## src/rtl/dec_6_64_slot.sv

```systemverilog
// dec_6_64_slot: entry index -> one-hot column mask for BRAM write steering, plus the CAM entry-valid bitmap.
// Latency: 1 cycle, registered mask; bitmap and count update on the accept edge.
// Backpressure: single output stage, cmd_ready = !oh_valid || oh_ready. DEC_CLR_ALL_EN enables op 11 (CLR_ALL).
module dec_6_64_slot #(
  parameter int N_ENTRIES = 64,
  parameter int IDX_W     = 6
) (
  input  logic                 clk,
  input  logic                 rst,
  input  logic                 cmd_valid,
  output logic                 cmd_ready,
  input  logic [1:0]           cmd_op,
  input  logic [IDX_W-1:0]     cmd_idx,
  output logic                 oh_valid,
  input  logic                 oh_ready,
  output logic [N_ENTRIES-1:0] oh_mask,
  output logic [1:0]           oh_op,
  output logic [N_ENTRIES-1:0] bitmap,
  output logic [IDX_W:0]       count,
  output logic                 full,
  output logic                 empty,
  output logic                 err
);

  localparam logic [1:0] OP_SET     = 2'b01;
  localparam logic [1:0] OP_CLR     = 2'b10;
  localparam logic [1:0] OP_CLR_ALL = 2'b11;
  localparam logic [IDX_W:0] CNT_ONE = (IDX_W+1)'(1);
  localparam logic [IDX_W:0] CNT_MAX = (IDX_W+1)'(N_ENTRIES);

  generate
    if (N_ENTRIES != 64 || IDX_W != 6) begin : g_bad_cfg
      $error("dec_6_64_slot supports only N_ENTRIES=64, IDX_W=6");
    end
  endgenerate

  logic                 accept;
  logic                 hit;
  logic                 redundant;
  logic [N_ENTRIES-1:0] mask_nxt;
  logic [N_ENTRIES-1:0] bitmap_nxt;
  logic [IDX_W:0]       count_nxt;

  assign cmd_ready = !oh_valid || oh_ready;
  assign accept    = cmd_valid && cmd_ready;
  assign hit       = bitmap[cmd_idx];
  assign full      = (count == CNT_MAX);
  assign empty     = (count == '0);

  // count only moves when the addressed bit really flips, so it can never wrap
  always_comb begin
    mask_nxt   = '0;
    bitmap_nxt = bitmap;
    count_nxt  = count;
    redundant  = 1'b0;
    case (cmd_op)
      OP_SET: begin
        mask_nxt[cmd_idx] = 1'b1;
        if (hit) begin
          redundant = 1'b1;
        end else begin
          bitmap_nxt[cmd_idx] = 1'b1;
          count_nxt           = count + CNT_ONE;
        end
      end
      OP_CLR: begin
        mask_nxt[cmd_idx] = 1'b1;
        if (!hit) begin
          redundant = 1'b1;
        end else begin
          bitmap_nxt[cmd_idx] = 1'b0;
          count_nxt           = count - CNT_ONE;
        end
      end
      OP_CLR_ALL: begin
`ifdef DEC_CLR_ALL_EN
        mask_nxt   = '1;
        bitmap_nxt = '0;
        count_nxt  = '0;
        redundant  = (count == '0);
`else
        redundant  = 1'b1;
`endif
      end
      default: ;
    endcase
  end

  always_ff @(posedge clk) begin
    if (rst) begin
      oh_valid <= 1'b0;
      oh_mask  <= '0;
      oh_op    <= 2'b00;
      bitmap   <= '0;
      count    <= '0;
      err      <= 1'b0;
    end else begin
      err <= accept && redundant;
      if (accept) begin
        oh_valid <= 1'b1;
        oh_mask  <= mask_nxt;
        oh_op    <= cmd_op;
        bitmap   <= bitmap_nxt;
        count    <= count_nxt;
      end else if (oh_ready) begin
        oh_valid <= 1'b0;
      end
    end
  end

endmodule
```

## config.mk

```make
export PLATFORM = sky130hd
export DESIGN_NAME = dec_6_64_slot
export DESIGN_NICKNAME = d
export VERILOG_FILES = /design/src/rtl/dec_6_64_slot.sv
export SDC_FILE = /design/constraint.sdc
export NUM_CORES = 1
export LEC_CHECK = 0
export ABC_AREA = 0
export CORE_ASPECT_RATIO = 1.5
export CORE_MARGIN = 4
export CORE_UTILIZATION = 54
export DETAILED_ROUTE_END_ITERATION = 8
export HOLD_SLACK_MARGIN = 0.1
export PLACE_DENSITY_LB_ADDON = 0.05
export SYNTH_ARGS = -nofsm -noshare
export SYNTH_HDL_FRONTEND = slang
export SYNTH_SLANG_ARGS = --single-unit
```

## constraint.sdc

```tcl
create_clock -name clk -period 9.4 [get_ports clk]
set_input_delay 2.82 -clock clk [delete_from_list [all_inputs] [get_ports clk]]
set_output_delay 2.82 -clock clk [all_outputs]
set_load 0.03 [all_outputs]
```

==> summary.log <==
qor: yosys.leading_post_synthesis_cells_by_instance_count sky130_fd_sc_hd__dfxtp_1, sky130_fd_sc_hd__nor2_1, sky130_fd_sc_hd__nand2_1
qor: final_layout.final_nets 909
qor: worst_setup_path.required 6580 ps
qor: outcome.outcome completed
qor: cts.tritoncts yes
qor: final_layout.seq_area 0.00278 mm²
qor: power_and_ir_drop.share_clk_of_total_power 49.4%
qor: yosys.synth_async_sr_flop_share 0%
qor: sta.worst_pin_slew 1440 ps
qor: worst_setup_path.critical-path-top-delay-family buffers and inverters
qor: sta.rsz0062_at_grt no
qor: worst_setup_path.setup.worst_path.start oh_ready
qor: placement.placed_area 0.00794 mm²
qor: cts.cts_hold_repair.buffers 0
qor: final_layout.syn_to_final_growth 31.6%
qor: power_and_ir_drop.seqPwrFrac 42.7%
qor: die.placementRows 48
qor: routing.drt_pass1_iterations 6
qor: worst_setup_path.critical_path_arrival 4190 ps
qor: worst_setup_path.worst_path_largest_cell_delay 710 ps
qor: cts.cts-root-buf sky130_fd_sc_hd__clkbuf_16
qor: yosys.synth.distinct_cells 57
qor: final_layout.layout.filler_cells 919
qor: yosys.netlist_instances 793
qor: yosys.synth_top_area_cell sky130_fd_sc_hd__dfxtp_1
qor: die.design.die.area 0.0139 mm²
qor: routing.detail-route-antenna-nets 0
qor: power_and_ir_drop.leakage_power 2.85 nW
qor: power_and_ir_drop.sw_frac_of_total 24.9%
qor: sta.final-max-slew-violation-count 0
qor: cts.post_cts_resized 0
qor: worst_setup_path.critPathMaxFanout 6
qor: yosys.synth_enable_flop_cells 0
qor: worst_setup_path.critical_path.cell_chain clkdlybuf4s50_1, nand2b_1, clkdlybuf4s50_1
qor: power_and_ir_drop.power.density_cell_area 163 mW/mm²
qor: yosys.synth_top_cells_by_area sky130_fd_sc_hd__dfxtp_1, sky130_fd_sc_hd__a22oi_1, sky130_fd_sc_hd__nor2_1
qor: die.starting_density_of_the_core 55.8%
qor: worst_hold_path.worst_hold_launch oh_op[1]$_SDFFE_PP0P_
qor: global_routing.grt_max_degree 90
qor: routing.finalWirelength 21500 µm
qor: global_routing.grt_first_pass_wirelength 33700 µm
qor: routing.wire_per_inst 20.4 µm
qor: routing.route.detailed.drc 0
qor: worst_setup_path.cpMostUsedCell sky130_fd_sc_hd__clkdlybuf4s50_1
qor: sta.clock.fmax 143 MHz
qor: worst_setup_path.slowest_stage sky130_fd_sc_hd__clkdlybuf4s50_1
qor: die.count_of_pins_on_the_block_boundary 154
qor: yosys.syn_area 0.00650 mm²
qor: worst_setup_path.crit_path_end_kind output port
qor: final_layout.layout.cell_area.non_filler 0.00855 mm²
qor: cts.post-cts-setup-buffer-count 0
qor: global_routing.grt_pass1_vias 6313
qor: cts.clock_sink_count 139
qor: placement.gp_congestion 0.904
qor: yosys.number_of_nets_in_the_synthesized_netlist 810
qor: routing.via_count_normalized_by_instance_count 6.32
qor: power_and_ir_drop.vdd_ir_drop_max 0.136 mV
qor: sta.clock_skew 6.00 ps
qor: cts.max-clock-path-buffers 2
qor: cts.tritoncts.num_buffers 17
qor: die.die-height 142 µm
qor: yosys.synthFlopType sky130_fd_sc_hd__dfxtp_1
qor: sta.min_period_over_period 74.5%
qor: cts.clk_pin_slew 60 ps
qor: cts.cts_max_level 4
qor: power_and_ir_drop.power.share.combinational 7.9%
qor: routing.detail_route.iter0.violations 725
qor: worst_setup_path.setup.worst_path.start_class input pin
qor: yosys.number_of_synthesized_register_bits 139
qor: die.die_width 97.6 µm
qor: flow_run.maxCapViolations 0
qor: placement.io_buffers 153
qor: global_routing.number_of_antenna_violations_at_the_first_check_in_global_routing 0
qor: worst_hold_path.worstHoldPathType reg2reg
qor: final_layout.n_antenna_cell 0
qor: global_routing.grt_util_all_layers 30.2%
qor: yosys.yosysWarningCount 0
qor: power_and_ir_drop.power.internal 1.05 mW
qor: worst_setup_path.critical_path_class in2out
qor: sta.max-slew-margin-rel 3.16%
qor: yosys.synthMostInstantiatedCell sky130_fd_sc_hd__dfxtp_1
qor: sta.setup_viol 0
qor: yosys.synthesized_area_per_cell 8.19 µm²
qor: final_layout.multiInputGateArea 0.00333 mm²
qor: yosys.yosys.area.top_type_share 42.8%
qor: cts.clk-insertion-delay-late 420 ps
qor: sta.final.setup.tns 0 ps
qor: power_and_ir_drop.net-switching-power 0.348 mW
qor: routing.dr_total_vias 6663
qor: placement.dpl.hpwl 14200 µm
qor: die.core_region_area 0.0117 mm²
qor: global_routing.grt_overflow_total 0
qor: yosys.ys_seq_area_share 42.8%
qor: sta.post-route-min-period 7010 ps
qor: final_layout.drive_gt1_share 7.96%
qor: worst_setup_path.path_buf_inv 2
qor: sta.final_hold_viol_count 0
-- worst reg2reg max path, delay by kind of cell, from the launching register on --
kind,cells,cell delay (ps)
AND/OR/NAND/NOR,3,1950
multiplexers,1,260
flip-flops,1,320
AO/OA/AOI/OAI,4,880
-- path summary, 6_finish.rpt --
check                               end  slack (ps)  cells after the start
hold reg to reg   oh_op[1]$_SDFFE_PP0P_         480                      2
setup / recovery              cmd_ready        2390                      3
hold / removal    oh_op[1]$_SDFFE_PP0P_         480                      2
setup reg to reg                   flop        5890                      8
-- stage by stage --
| stage | setup slack, ps | power, mW | util [%] | hold WS, ps | instances |
|---|---|---|---|---|---|
| after floorplan | 3430 | 0.687 | - | 584 | 793 |
| after global placement | 2430 | 0.712 | 68.1 | 448 | 1023 |
| after detailed placement | 2370 | 0.716 | 68.1 | 478 | 1023 |
| after CTS | 2390 | 1.39 | 73.3 | 489 | 1054 |
| after global routing | 2330 | 1.43 | 73.4 | 491 | 1054 |
| final | 2390 | 1.40 | 73.4 | 483 | 1054 |
-- power by group through the flow --
stage	Sequential [mW]	Combinational [mW]	Clock, mW
global placement	0.608	0.104	0
CTS	0.595	0.108	0.691
global route	0.595	0.118	0.719
finish	0.595	0.111	0.689
detailed placement	0.608	0.108	0
floorplan	0.613	0.0736	0
-- layout by cell type (no fill, tap or decap), drive strengths merged, types with 3 or more instances in the layout --
master / instances
clkdlybuf4s50: 151
dfxtp: 139
nor2: 86
nand2: 70
a22oi: 65
a21oi: 62
o21ai: 61
nand3: 56
mux2i: 23
clkbuf: 18
a31oi: 16
a211oi: 16
buf: 15
nor2b: 12
nor3: 11
inv: 9
nor4: 7
nand2b: 6
o22ai: 6
nor3b: 6
mux2: 6
and3: 5
a221oi: 5
ha: 5
clkinv: 5
o32ai: 3
bufinv: 3
clkinvlp: 3
-- cell families (layout without fill, tap and decap cells) --
| family | after synthesis | after routing | synth area share [%] |
|---|---|---|---|
| mux | 29 | 29 | 4.58 |
| compound gates | 249 | 249 | 24.4 |
| flops | 139 | 139 | 42.8 |
| buf+inv | 93 | 204 | 6.86 |
| xor+xnor | 4 | 4 | 0.539 |
| simple gates | 274 | 274 | 19.9 |
| fa+ha+maj | 5 | 5 | 0.963 |
-- area by class of cell --
class,count,share of cell area (%)
Sequential cell,139,32.5
Tap cell,150,2.19
Inverter,7,0.307
Multi-Input combinational cell,561,38.9
Timing Repair Buffer,166,19.0
Clock buffer,18,5.14
Clock inverter,13,1.95
-- routing by layer --
layer	track usage [%]	routed length (µm)	up-vias
li1	-	-	3043
met1	34.8	8080	3212
met2	52.1	10900	344
met3	8.34	1830	64
met4	14.1	775	0
met5	0	0	-
Power figures use the tool's default switching activity.
==> RTL change 1 (same settings) <==
One comparison of `count` changes from == to >=.
--- a/src/rtl/dec_6_64_slot.sv
+++ b/src/rtl/dec_6_64_slot.sv
@@ -44,7 +44,7 @@
   assign cmd_ready = !oh_valid || oh_ready;
   assign accept    = cmd_valid && cmd_ready;
   assign hit       = bitmap[cmd_idx];
-  assign full      = (count == CNT_MAX);
+  assign full      = (count >= CNT_MAX);
   assign empty     = (count == '0);
 
   // count only moves when the addressed bit really flips, so it can never wrap
Check against the original RTL: no difference found for any inputs over 4 cycles, from zero or initial values and one cycle with rst high; that may be too few to reach the edited logic, so the function may still have changed.
==> RTL change 1 against the unedited design <==
Synthesized area grew 4.5%. Sequential cell count stayed put. Power up 0.83%. Utilization decreased by 0.13 points. Global-route usage rose by 0.27 points. Routed wire length increased by 4.9%. Worst setup slack improved by 0.051 ns. Synthesized cell count decreased by 5.8%. Cell area is 4.0% higher. Maximum frequency grew 0.74%.
==> RTL change 1: results (changes against the unedited design) <==
Status
  – Result of the run: complete, no violations

CTS
  – Number of buffers inserted by post-CTS setup repair: 0 (unchanged)
  – Maximum number of buffers from clock root to sink: 2 (unchanged)
  – Clock Pin Slew Worst Setup and Hold Paths: 0.06 ns (about the same)
  – Worst-Skew Late Latency: 0.43 ns

Route
  – Routed length on met3: 2.43 mm (+33%)
  – Met2 wire length: 11.1 mm (+2.7%)
  – Wl on met1: 8.16 mm (+1.1%)
  – Drt initial violations: 638 (-12%)
  – Final routed wire length divided by cell count: 22.0 um (+7.6%)
  – Total via count in the routed design: 6,712 (+0.74%)
  – Via-to-Cell Ratio: 6.54 (+3.4%)

Power
  – Power attributed to combinational cells: 0.000126 W (+14%)
  – Peak supply drop: 0.137 mV (+0.67%)
  – Switching portion of total power: 26.6% (+1.7 points)
  – Share of power burned in the clock network: 48.5% (-0.9 points)
  – Leakage power total: 3.03 nW (+6.2%)
  – Proportion of power drawn by flip-flops and latches: 42.5% (-0.2 points)

Placement
  – Post-DP HPWL: 14.4 mm (+1.7%)
  – Placer Congestion: 0.852 (-5.8%)
  – Cell Area, Placed: 8300 um^2 (+4.5%)
  – Post-Place Cells: 995 (-2.7%)
  – Minimum setup slack after placement: 2.43 ns (+0.0610 ns)

Critical path
  – Maximum fanout along the worst path: 4 (-2)
  – Cell type group with the largest total delay on the critical path: buffers and inverters
  – Critical Path AT: 4.14 ns (-0.05 ns)

Min path
  – Cell depth of the worst hold path: 2 (unchanged)

Logic synthesis
  – Post-synthesis xor/xnor area fraction: 0.516% (-0.023 points)
  – Count of cell types in the netlist: 58 (+1.8%)
  – Fraction of the mapped netlist area in compound gates: 23.0% (-1.3 points)
  – Post-synthesis sequential area ratio: 41.0% (-1.8 points)
  – Post-Synthesis Cells: 747 (-5.8%)
  – Area share of fa/ha/maj cells after synthesis: 0.921% (-0.042 points)
  – Leading cell types by count after synthesis: 139 x dfxtp_1, 84 x nor2_1, 64 x a22oi_1
  – Top post-synthesis cells by area: dfxtp_1 41%, a22oi_1 7.1%, a32o_1 6.2%
  – Synthesized netlist net count: 764 (-5.7%)
  – Count of synthesis-stage warnings from yosys: 0 (unchanged)
  – Fraction of synthesized area in multiplexers: 5.82% (+1.2 points)

Global route
  – Routing usage on met2: 50.1% (-2.0 points)
  – Met1 capacity usage during global routing: 35.4% (+0.61 points)
  – Maximum number of pins on one net before global-route repair: 97 (+7.8%)
  – Total global routing track utilization: 30.5% (+0.27 points)
  – First-pass GRT wire length: 35.1 mm (+4.0%)
  – Met3 capacity usage during global routing: 10.4% (+2.0 points)
  – Vias in the first global route: 6,571 (+4.1%)

Layout
  – Filler instances: 939 (+2.2%)
  – Share of cells above drive strength 1: 9.38% (+1.4 points)
  – Total number of nets in the final design: 878 (-3.4%)

Timing
  – Slew of the pin with the lowest slew margin: 1.36 ns (-0.0787 ns)
  – Clock skew after layout: 0.0111 ns (+0.00513 ns)
[RTL change 1: cell types whose count changed in the layout (fill, tap and decap cells not counted), sizes merged, moves of 18 or more]
| cell | change |
|---|---|
| nand2 | -51 |
| nand3 | -45 |
| a32o | +42 |
| nand4 | +41 |
| nor2b | +38 |
| o21ai | -36 |
| a21oi | -31 |
| nand2b | +22 |
| mux2i | -18 |
[RTL change 1: final cells by class]
cell class	count	area, um^2	share of cell area, %
Clock inverter	14	158	1.77
Clock buffer	18	439	4.94
Tap cell	153	191	2.15
Inverter	5	18.8	0.211
Multi-Input combinational cell	524	3620	40.7
Timing Repair Buffer	174	1680	18.9
Sequential cell	139	2780	31.3
[RTL change 1: path summary, 6_finish.rpt]
check / end / startpoint / slack [ns]
worst max-delay path: cmd_ready / oh_ready / 2.44
worst min-delay path: oh_op[1] / oh_op[1] / 0.48
worst max register to register: register / register / 5.94
worst min register to register: oh_op[1] / oh_op[1] / 0.48
==> RTL change 2 (config.mk and constraints unchanged) <==
Without the edit above. The option `DEC_CLR_ALL_EN` is turned on by a define.
--- a/src/rtl/dec_6_64_slot.sv
+++ b/src/rtl/dec_6_64_slot.sv
@@ -1,6 +1,8 @@
 // dec_6_64_slot: entry index -> one-hot column mask for BRAM write steering, plus the CAM entry-valid bitmap.
 // Latency: 1 cycle, registered mask; bitmap and count update on the accept edge.
 // Backpressure: single output stage, cmd_ready = !oh_valid || oh_ready. DEC_CLR_ALL_EN enables op 11 (CLR_ALL).
+`define DEC_CLR_ALL_EN
+
 module dec_6_64_slot #(
   parameter int N_ENTRIES = 64,
   parameter int IDX_W     = 6
Check against the original RTL: not equivalent (a bounded check fails within 4 cycles, from zero or initial values and one cycle with rst high).
==> RTL change 2 against the unedited design <==
Sequential cell count unchanged. Critical path depth unchanged. Synthesized area up 20%. Via count up 17%. Largest cell class unchanged. Worst setup slack better by 0.028 ns. Routed wire length up 21%. Cell area up 13%. Utilization down 4.6 points.
Power is not compared: it rests on default switching activity, and its combinational part moved more than twofold at a synthesized area within 25%.
==> RTL change 2: results (changes against the unedited design) <==
Route
  – Post-Route WL: 26.1 mm (+21%)
  – Total via count in the routed design: 7,823 (+17%)
  – DR pass1 iterations: 6 (unchanged)
  – Drt initial violations: 692 (-4.6%)

CTS
  – Maximum number of buffers from clock root to sink: 2 (unchanged)
  – Worst-Skew Late Latency: 0.43 ns
  – Number of gates resized after cts: 0 (unchanged)
  – Count of H-tree levels built during CTS: 4 (unchanged)
  – Clock Pin Slew Worst Setup and Hold Paths: 0.07 ns

Timing
  – Post-Route Hold Slack: 0.457 ns (-0.0254 ns)
  – Worst slew margin: 18.1% (+15 points)
  – Clock skew after layout: 0.0148 ns (+0.00881 ns)

Min path
  – Launch instance of the worst min-delay path: oh_op[0]
  – Worst hold path endpoint: oh_op[0]

Layout
  – Filler instances: 1,216 (+32%)
  – Share of cells above drive strength 1: 12.4% (+4.4 points)
  – Non-Filler Instances: 1,216 (+15%)
  – Total number of nets in the final design: 1,034 (+14%)

Global route
  – Total global routing track utilization: 31.4% (+1.2 points)
  – Maximum number of pins on one net before global-route repair: 88 (-2.2%)
  – Vias in the first global route: 7,355 (+17%)
  – First-pass GRT wire length: 41.5 mm (+23%)

Placement
  – Post-DP HPWL: 16.6 mm (+17%)
  – Placer Congestion: 0.923 (+2.1%)
  – Minimum setup slack after placement: 2.36 ns (-0.00663 ns)
  – Cell Area, Placed: 9060 um^2 (+14%)

Logic synthesis
  – Count of cell types in the netlist: 66 (+16%)
  – Post-Synthesis Cells: 929 (+17%)
  – Synthesized netlist net count: 952 (+18%)
  – Post-synthesis sequential area ratio: 35.7% (-7.1 points)
  – Top post-synthesis cells by area: dfxtp_1 36%, a21oi_1 9.8%, a211oi_2 8.8%
  – Leading cell types by count after synthesis: 152 x a21oi_1, 142 x nor2_1, 139 x dfxtp_1
  – Predominant post-synthesis flop cell: dfxtp_1

Critical path
  – Flop-to-flop setup slack: 5.83 ns (-0.06 ns)
  – Maximum fanout along the worst path: 5 (-1)
  – Critical Path AT: 4.16 ns (-0.03 ns)
  – Cell type of the slowest stage on the worst timing path: clkdlybuf4s50_1
  – Cell type group with the largest total delay on the critical path: buffers and inverters
  – Start of the worst register-to-register path: bitmap[16]
  – Reg-to-reg critical path endpoint: bitmap[37]

Power
  – Design internal power: 0.00108 W
  – Peak supply drop: 0.116 mV

Status
  – Result of the run: complete, no violations
[RTL change 2: cell families (layout without fill, tap and decap cells)]
logic type	Yosys count	in the layout	synth area share, %
buf+inv	116	211	8.74
flops	139	139	35.7
fa+ha+maj	11	11	1.86
mux	4	4	0.883
simple gates	269	269	17.2
xor+xnor	5	5	0.562
compound gates	385	385	35.0
[RTL change 2: metal layers]
metal / global-route usage (%) / vias up / wire length (um)
met5: 0 / - / 0
met4: 14.3 / 0 / 1120
met3: 8.59 / 85 / 2200
met2: 50.8 / 386 / 12600
met1: 38.9 / 3740 / 10200
li1: - / 3612 / -
[RTL change 2: tightest hold or removal path, stage by stage (launching register included)]
cell,delay (ns)
dfxtp_1,0.31
nand2_1,0.05
a21oi_1,0.05
[RTL change 2: final cells by class]
class / count / area share, %
clock inverter: 13 / 1.62
clock buffer: 19 / 4.68
multi-input combinational: 674 / 45.1
inverter: 12 / 0.466
timing repair buffer: 167 / 16.9
tap: 192 / 2.48
sequential: 139 / 28.8
